### src/rtl/biquad_coeff_sequencer.sv
// Coefficient sequencer for a biquad cascade: a host-filled shadow memory is
// replayed as back-to-back per-stage writes, then one broadcast update pulse.
module biquad_coeff_sequencer #(
    parameter int NSTAGE = 2,
    parameter int CBITS  = 18,
    parameter int N_FIR0 = 3,
    parameter int N_FIR1 = 4,
    parameter int N_IIR  = 4,
    parameter int N_INCR = 6,
    localparam int W     = N_FIR0 + N_FIR1 + N_IIR + N_INCR,
    localparam int AW    = $clog2(NSTAGE * W)
) (
    input  logic              clk,
    input  logic              rst,
    input  logic [AW-1:0]     host_adr_i,
    input  logic [CBITS-1:0]  host_dat_i,
    input  logic              host_wr_i,
    input  logic              host_commit_i,
    input  logic [NSTAGE-1:0] stage_mask_i,
    output logic              busy_o,
    output logic              done_o,
    output logic              err_o,
    output logic [CBITS-1:0]  coeff_dat_o,
    output logic [1:0]        coeff_adr_o,
    output logic [NSTAGE-1:0] fir_wr_o,
    output logic [NSTAGE-1:0] iir_wr_o,
    output logic [NSTAGE-1:0] incr_wr_o,
    output logic              coeff_update_o
);

    localparam int NW = NSTAGE * W;
    localparam int SW = (NSTAGE > 1) ? $clog2(NSTAGE) : 1;
    localparam int WW = (W > 1) ? $clog2(W) : 1;
    localparam logic [AW-1:0] W_A = AW'(W);
    localparam logic [WW-1:0] LAST_W = WW'(W - 1);

    typedef enum logic [2:0] {
        S_IDLE,
        S_LOAD,
        S_FLUSH,
        S_UPDATE,
        S_DONE
    } state_t;

    state_t            state_q, state_d;
    logic [SW-1:0]     stg_q, stg_d;
    logic [WW-1:0]     wrd_q, wrd_d;
    logic [NSTAGE-1:0] mask_q, mask_d;
    logic              err_q, err_d;
    logic              vld_q, vld_d;
    logic [SW-1:0]     pstg_q, pstg_d;
    logic [WW-1:0]     pwrd_q, pwrd_d;
    logic [CBITS-1:0]  rdata_q;
    logic [CBITS-1:0]  shadow_mem [NW];

    logic          idle;
    logic          wr_ok;
    logic [AW-1:0] rd_adr;
    logic [SW-1:0] first_stg;
    logic [SW-1:0] nxt_stg;
    logic          nxt_found;

    assign idle   = (state_q == S_IDLE);
    assign wr_ok  = host_wr_i && idle && (int'(host_adr_i) < NW);
    assign rd_adr = AW'(stg_q) * W_A + AW'(wrd_q);

    // Shadow memory is deliberately unreset so it maps onto RAM.
    always_ff @(posedge clk) begin
        if (wr_ok) begin
            shadow_mem[host_adr_i] <= host_dat_i;
        end
        rdata_q <= shadow_mem[rd_adr];
    end

    always_comb begin
        first_stg = '0;
        nxt_stg   = '0;
        nxt_found = 1'b0;
        for (int i = NSTAGE - 1; i >= 0; i--) begin
            if (stage_mask_i[i]) begin
                first_stg = SW'(i);
            end
            if (mask_q[i] && (SW'(i) > stg_q)) begin
                nxt_stg   = SW'(i);
                nxt_found = 1'b1;
            end
        end
    end

    always_comb begin
        state_d = state_q;
        stg_d   = stg_q;
        wrd_d   = wrd_q;
        mask_d  = mask_q;
        err_d   = err_q;
        vld_d   = 1'b0;
        pstg_d  = stg_q;
        pwrd_d  = wrd_q;
        if (host_wr_i && !wr_ok) begin
            err_d = 1'b1;
        end
        unique case (state_q)
            S_IDLE: begin
                if (host_commit_i) begin
                    err_d   = host_wr_i && !wr_ok;
                    mask_d  = stage_mask_i;
                    stg_d   = first_stg;
                    wrd_d   = '0;
                    state_d = (|stage_mask_i) ? S_LOAD : S_DONE;
                end
            end
            S_LOAD: begin
                vld_d = 1'b1;
                if (wrd_q == LAST_W) begin
                    wrd_d = '0;
                    if (nxt_found) begin
                        stg_d = nxt_stg;
                    end else begin
                        state_d = S_FLUSH;
                    end
                end else begin
                    wrd_d = wrd_q + 1'b1;
                end
            end
            // One drain cycle lets the last memory read reach the bus.
            S_FLUSH:  state_d = S_UPDATE;
            S_UPDATE: state_d = S_IDLE;
            S_DONE:   state_d = S_IDLE;
            default:  state_d = S_IDLE;
        endcase
        if (host_commit_i && !idle) begin
            err_d = 1'b1;
        end
    end

    always_ff @(posedge clk or posedge rst) begin
        if (rst) begin
            state_q <= S_IDLE;
            stg_q   <= '0;
            wrd_q   <= '0;
            mask_q  <= '0;
            err_q   <= 1'b0;
            vld_q   <= 1'b0;
            pstg_q  <= '0;
            pwrd_q  <= '0;
        end else begin
            state_q <= state_d;
            stg_q   <= stg_d;
            wrd_q   <= wrd_d;
            mask_q  <= mask_d;
            err_q   <= err_d;
            vld_q   <= vld_d;
            pstg_q  <= pstg_d;
            pwrd_q  <= pwrd_d;
        end
    end

    logic              is_fir;
    logic              is_a1;
    logic              is_iir;
    logic [NSTAGE-1:0] oh;

    always_comb begin
        is_fir = pwrd_q < WW'(N_FIR0 + N_FIR1);
        is_a1  = is_fir && (pwrd_q >= WW'(N_FIR0));
        is_iir = !is_fir && (pwrd_q < WW'(N_FIR0 + N_FIR1 + N_IIR));
        oh     = vld_q ? (NSTAGE'(1) << pstg_q) : '0;
    end

    assign fir_wr_o       = is_fir ? oh : '0;
    assign iir_wr_o       = is_iir ? oh : '0;
    assign incr_wr_o      = (!is_fir && !is_iir) ? oh : '0;
    assign coeff_adr_o    = {1'b0, vld_q & is_a1};
    assign coeff_dat_o    = vld_q ? rdata_q : '0;
    assign busy_o         = (state_q == S_LOAD) || (state_q == S_FLUSH) ||
                            (state_q == S_UPDATE);
    assign done_o         = (state_q == S_UPDATE) || (state_q == S_DONE);
    assign coeff_update_o = (state_q == S_UPDATE);
    assign err_o          = err_q;

endmodule

### config.mk
export PLATFORM = sky130hd
export DESIGN_NAME = biquad_coeff_sequencer
export DESIGN_NICKNAME = d
export VERILOG_FILES = /design/src/rtl/biquad_coeff_sequencer.sv
export SDC_FILE = /design/constraint.sdc
export NUM_CORES = 1
export LEC_CHECK = 0
export ABC_CLOCK_PERIOD_IN_PS = 11000
export CAP_MARGIN = 5
export CORE_ASPECT_RATIO = 0.8
export CORE_MARGIN = 3
export CORE_UTILIZATION = 50
export CTS_BUF_LIST = sky130_fd_sc_hd__clkbuf_16
export CTS_CLUSTER_DIAMETER = 60
export DETAILED_ROUTE_END_ITERATION = 8
export GPL_TIMING_DRIVEN = 0
export PLACE_DENSITY_LB_ADDON = 0.05
export SYNTH_ARGS = -nofsm -noshare
export SYNTH_HDL_FRONTEND = slang
export SYNTH_SLANG_ARGS = --single-unit
### constraint.sdc
create_clock -name clk -period 11 [get_ports clk]
set_clock_uncertainty 0.05 [all_clocks]
set_input_delay 1.65 -clock clk [delete_from_list [all_inputs] [get_ports clk]]
set_output_delay 1.65 -clock clk [all_outputs]
set_load 0.01 [all_outputs]
==> results.json <==
{
  "synthFlopType": "edfxtp_1",
  "worst_ep_arrival_time_ps": 2610,
  "async_reset_ff_share_pct": 2.78,
  "drive_gt1_share_pct": 26.5,
  "hold_path.class": "reg -> reg",
  "antenna_found_initial": 0,
  "cts_made_buffers": 67,
  "combPwrFrac_pct": 38.1,
  "grt_use_total_pct": 22.9,
  "clk_latency_ps": 600,
  "cts-resized-gates": 0,
  "avgSynthCellArea_um2": 20.3,
  "grt_max_degree": 35,
  "grt_remaining_overflow": 0,
  "nNetsFinal": 1451,
  "ctsHoldBuffers": 0,
  "synth_fp_nets": 1284,
  "synthCells": 1249,
  "powerDensity_nw_per_um2": 270,
  "h-tree-depth": 3,
  "grt_pass1_wl_um": 88100,
  "vias": 12800,
  "port_buffers": 57,
  "coreArea_um2": 49900,
  "first_pass_iters": 6,
  "synth_seq_cells": 648,
  "syn-cell-area_um2": 25300,
  "wirelength_um": 60000,
  "period_minus_slack_ps": 4310,
  "worstMarginPinSlew_ps": 1270,
  "slew_violations": 0,
  "dp_hpwl_um": 39000,
  "dp_slack_ps": 6460,
  "layout_common_cells": "edfxtp_1, mux4_2, nand2_1",
  "yosysSeqAreaShare_pct": 75.8,
  "layout.cells.non_filler": 2145,
  "maxSlewHeadroom_pct": 15.0,
  "max_cap_violations": 0,
  "route.detailed.drc": 0,
  "dieArea_um2": 53300,
  "swShare_pct": 32.2,
  "synth_edf_count": 612,
  "fmax_ghz": 0.232,
  "die_w_um": 257,
  "fp.dieH_um": 207,
  "crit_type": "reg -> out",
  "start_util_pct": 50.7,
  "power.leakage_nw": 9.68,
  "critPathSlowestCell": "clkbuf_1",
  "final_core_util_pct": 59.5,
  "outcome": "completed",
  "period_share_pct": 39.2,
  "setup_tns_ps": 0,
  "setup_violations": 0,
  "rows": 73,
  "cts_tree": "yes",
  "p_int_mw": 5.43,
  "start_kind": "flip-flop",
  "peakVddDrop_mv": 0.143,
  "grt_pass1_vias": 12700,
  "yosysWarnings": 0,
  "boundaryPins": 60,
  "max_stage_delay_ps": 780,
  "cts_sinks": 648,
  "drt_iter0_drc": 1200,
  "path_max_fanout": 10,
  "switchingPower_mw": 2.58,
  "drt-wirelength-per-cell_um": 28.0,
  "antenna_left": 0,
  "post_cts_buffers": 0,
  "vias_per_cell": 5.95,
  "syn_to_final_growth_pct": 17.3,
  "finalPower_mw": 8.01,
  "antenna-diode-count": 0,
  "place_inst": 2017,
  "hold_viol_final": 0,
  "crit_path_end_kind": "output port",
  "pwr-share-seq_pct": 35.1,
  "rsz0062_at_grt": "false",
  "worst_slack_ps": 6690,
  "clockBufferDepth": 3,
  "clockRootBuffer": "clkbuf_16",
  "layout_commonest_cell": "edfxtp_1",
  "pwr-share-clk_pct": 26.8,
  "routabilityCongestion": 0.833,
  "worstPathRequired_ps": 9300,
  "clk_pin_slew_ps": 60,
  "ys_types": 59,
  "crit_chain": "clkbuf_1 -> and2_1 -> clkdlybuf4s50_1"
}
## critical path, delay by kind of cell, from the launching register on
kind / cells / cell delay, ps
buffers and inverters: 2 / 1340
flip-flops: 1 / 390
AND/OR/NAND/NOR: 1 / 290
## cells in the mapped netlist, drive strengths merged (2+ instances only)
cell type	instances	area share [%]
nor2b	4	0.099
o211a	17	0.67
nor3b	3	0.11
buf	49	1.2
a21oi	14	0.28
edfxtp	612	73
nand4b	2	0.069
a32oi	17	0.59
mux4	154	14
nor4	2	0.049
nand3	29	0.62
nor3	8	0.20
nor2	55	0.82
a211oi	2	0.059
nand3b	2	0.059
and2	19	0.47
xor2	4	0.17
a21o	3	0.089
ha	5	0.25
dfxtp	18	1.4
or3	6	0.15
nand2	104	1.5
mux2i	19	0.75
nand2b	8	0.20
o21ai	13	0.26
clkbuf	15	0.22
dfrtp	18	1.8
mux2	5	0.22
inv	8	0.12
a31oi	2	0.074
xnor2	3	0.18
nand4	3	0.074
a311oi	10	0.35
## power by group through the flow
stage | Clock [mW] | Combinational (mW) | Sequential, mW
after floorplan | 0 | 2.11 | 2.85
after global placement | 0 | 3.08 | 2.87
after detailed placement | 0 | 3.09 | 2.87
after CTS | 2.20 | 3.11 | 2.82
after global routing | 2.30 | 3.27 | 2.82
final | 2.15 | 3.05 | 2.82
## cell families after synthesis
| kind of cell | count (synthesis) | synth area share [%] |
|---|---|---|
| and+or+nand+nor | 249 | 4.61 |
| adders and majority gates | 5 | 0.247 |
| other | 1 | 0.0148 |
| AOI/OAI and AO/OA | 89 | 2.74 |
| buffers and inverters | 72 | 1.50 |
| muxes | 178 | 14.7 |
| DFF | 648 | 75.8 |
| xor gates and xnor gates | 7 | 0.346 |
## registers in the layout, summed over array words and instances (netlist names)
signal / flops
pstg_q: 1
pwrd_q: 5
pwrd_d: 5
vld_q: 1
pstg_d: 1
rdata_q: 18
mask_q: 1
state_q: 3
shadow_mem: 612
err_o: 1
## per-stage QoR
step,hold slack (ps),area [µm²]
6_report,426,29700
5_1_grt,448,29700
4_1_cts,430,29600
3_5_place_dp,406,27500
3_3_place_gp,408,26700
2_1_floorplan,349,25300
## worst paths after layout
path                            depth (start not counted)  slack (ps)                    from                     endpoint
worst max-delay path                                    3        6690         vld_q$_DFF_PP0_               coeff_dat_o[9]
worst min-delay path                                    0         430   pwrd_d[4]$_DFFE_PP0P_          pwrd_q[4]$_DFF_PP0_
worst max register to register                          8        7200  state_q[2]$_DFFE_PP0P_  shadow_mem[29][6]$_DFFE_PP_
worst min register to register                          0         430   pwrd_d[4]$_DFFE_PP0P_          pwrd_q[4]$_DFF_PP0_
max in group asynchronous                               2        9090                     rst        pwrd_d[3]$_DFFE_PP0P_
min in group asynchronous                               2        1390                     rst             pstg_q$_DFF_PP0_
## cell type report
cell class	instances	area [µm²]
multi-input cells	529	5850
clock buffers	68	1700
plain buffers	64	349
well taps	675	845
flip-flops and latches	648	19200
inverters	8	30.0
fillers	3756	20200
clock inverters	55	388
repair buffers	98	1330
## routing by layer
metal | GRT usage [%] | vias up | wire (µm) | part of all wire [%]
met5 | 0 | - | 0 | 0
met4 | 5.95 | 0 | 1390 | 2.3
met3 | 5.59 | 85 | 4940 | 8.2
met2 | 32.9 | 494 | 26600 | 44
met1 | 35.7 | 6713 | 27000 | 45
li1 | - | 5470 | - | -
No activity file was read; power rests on OpenSTA's default activity.
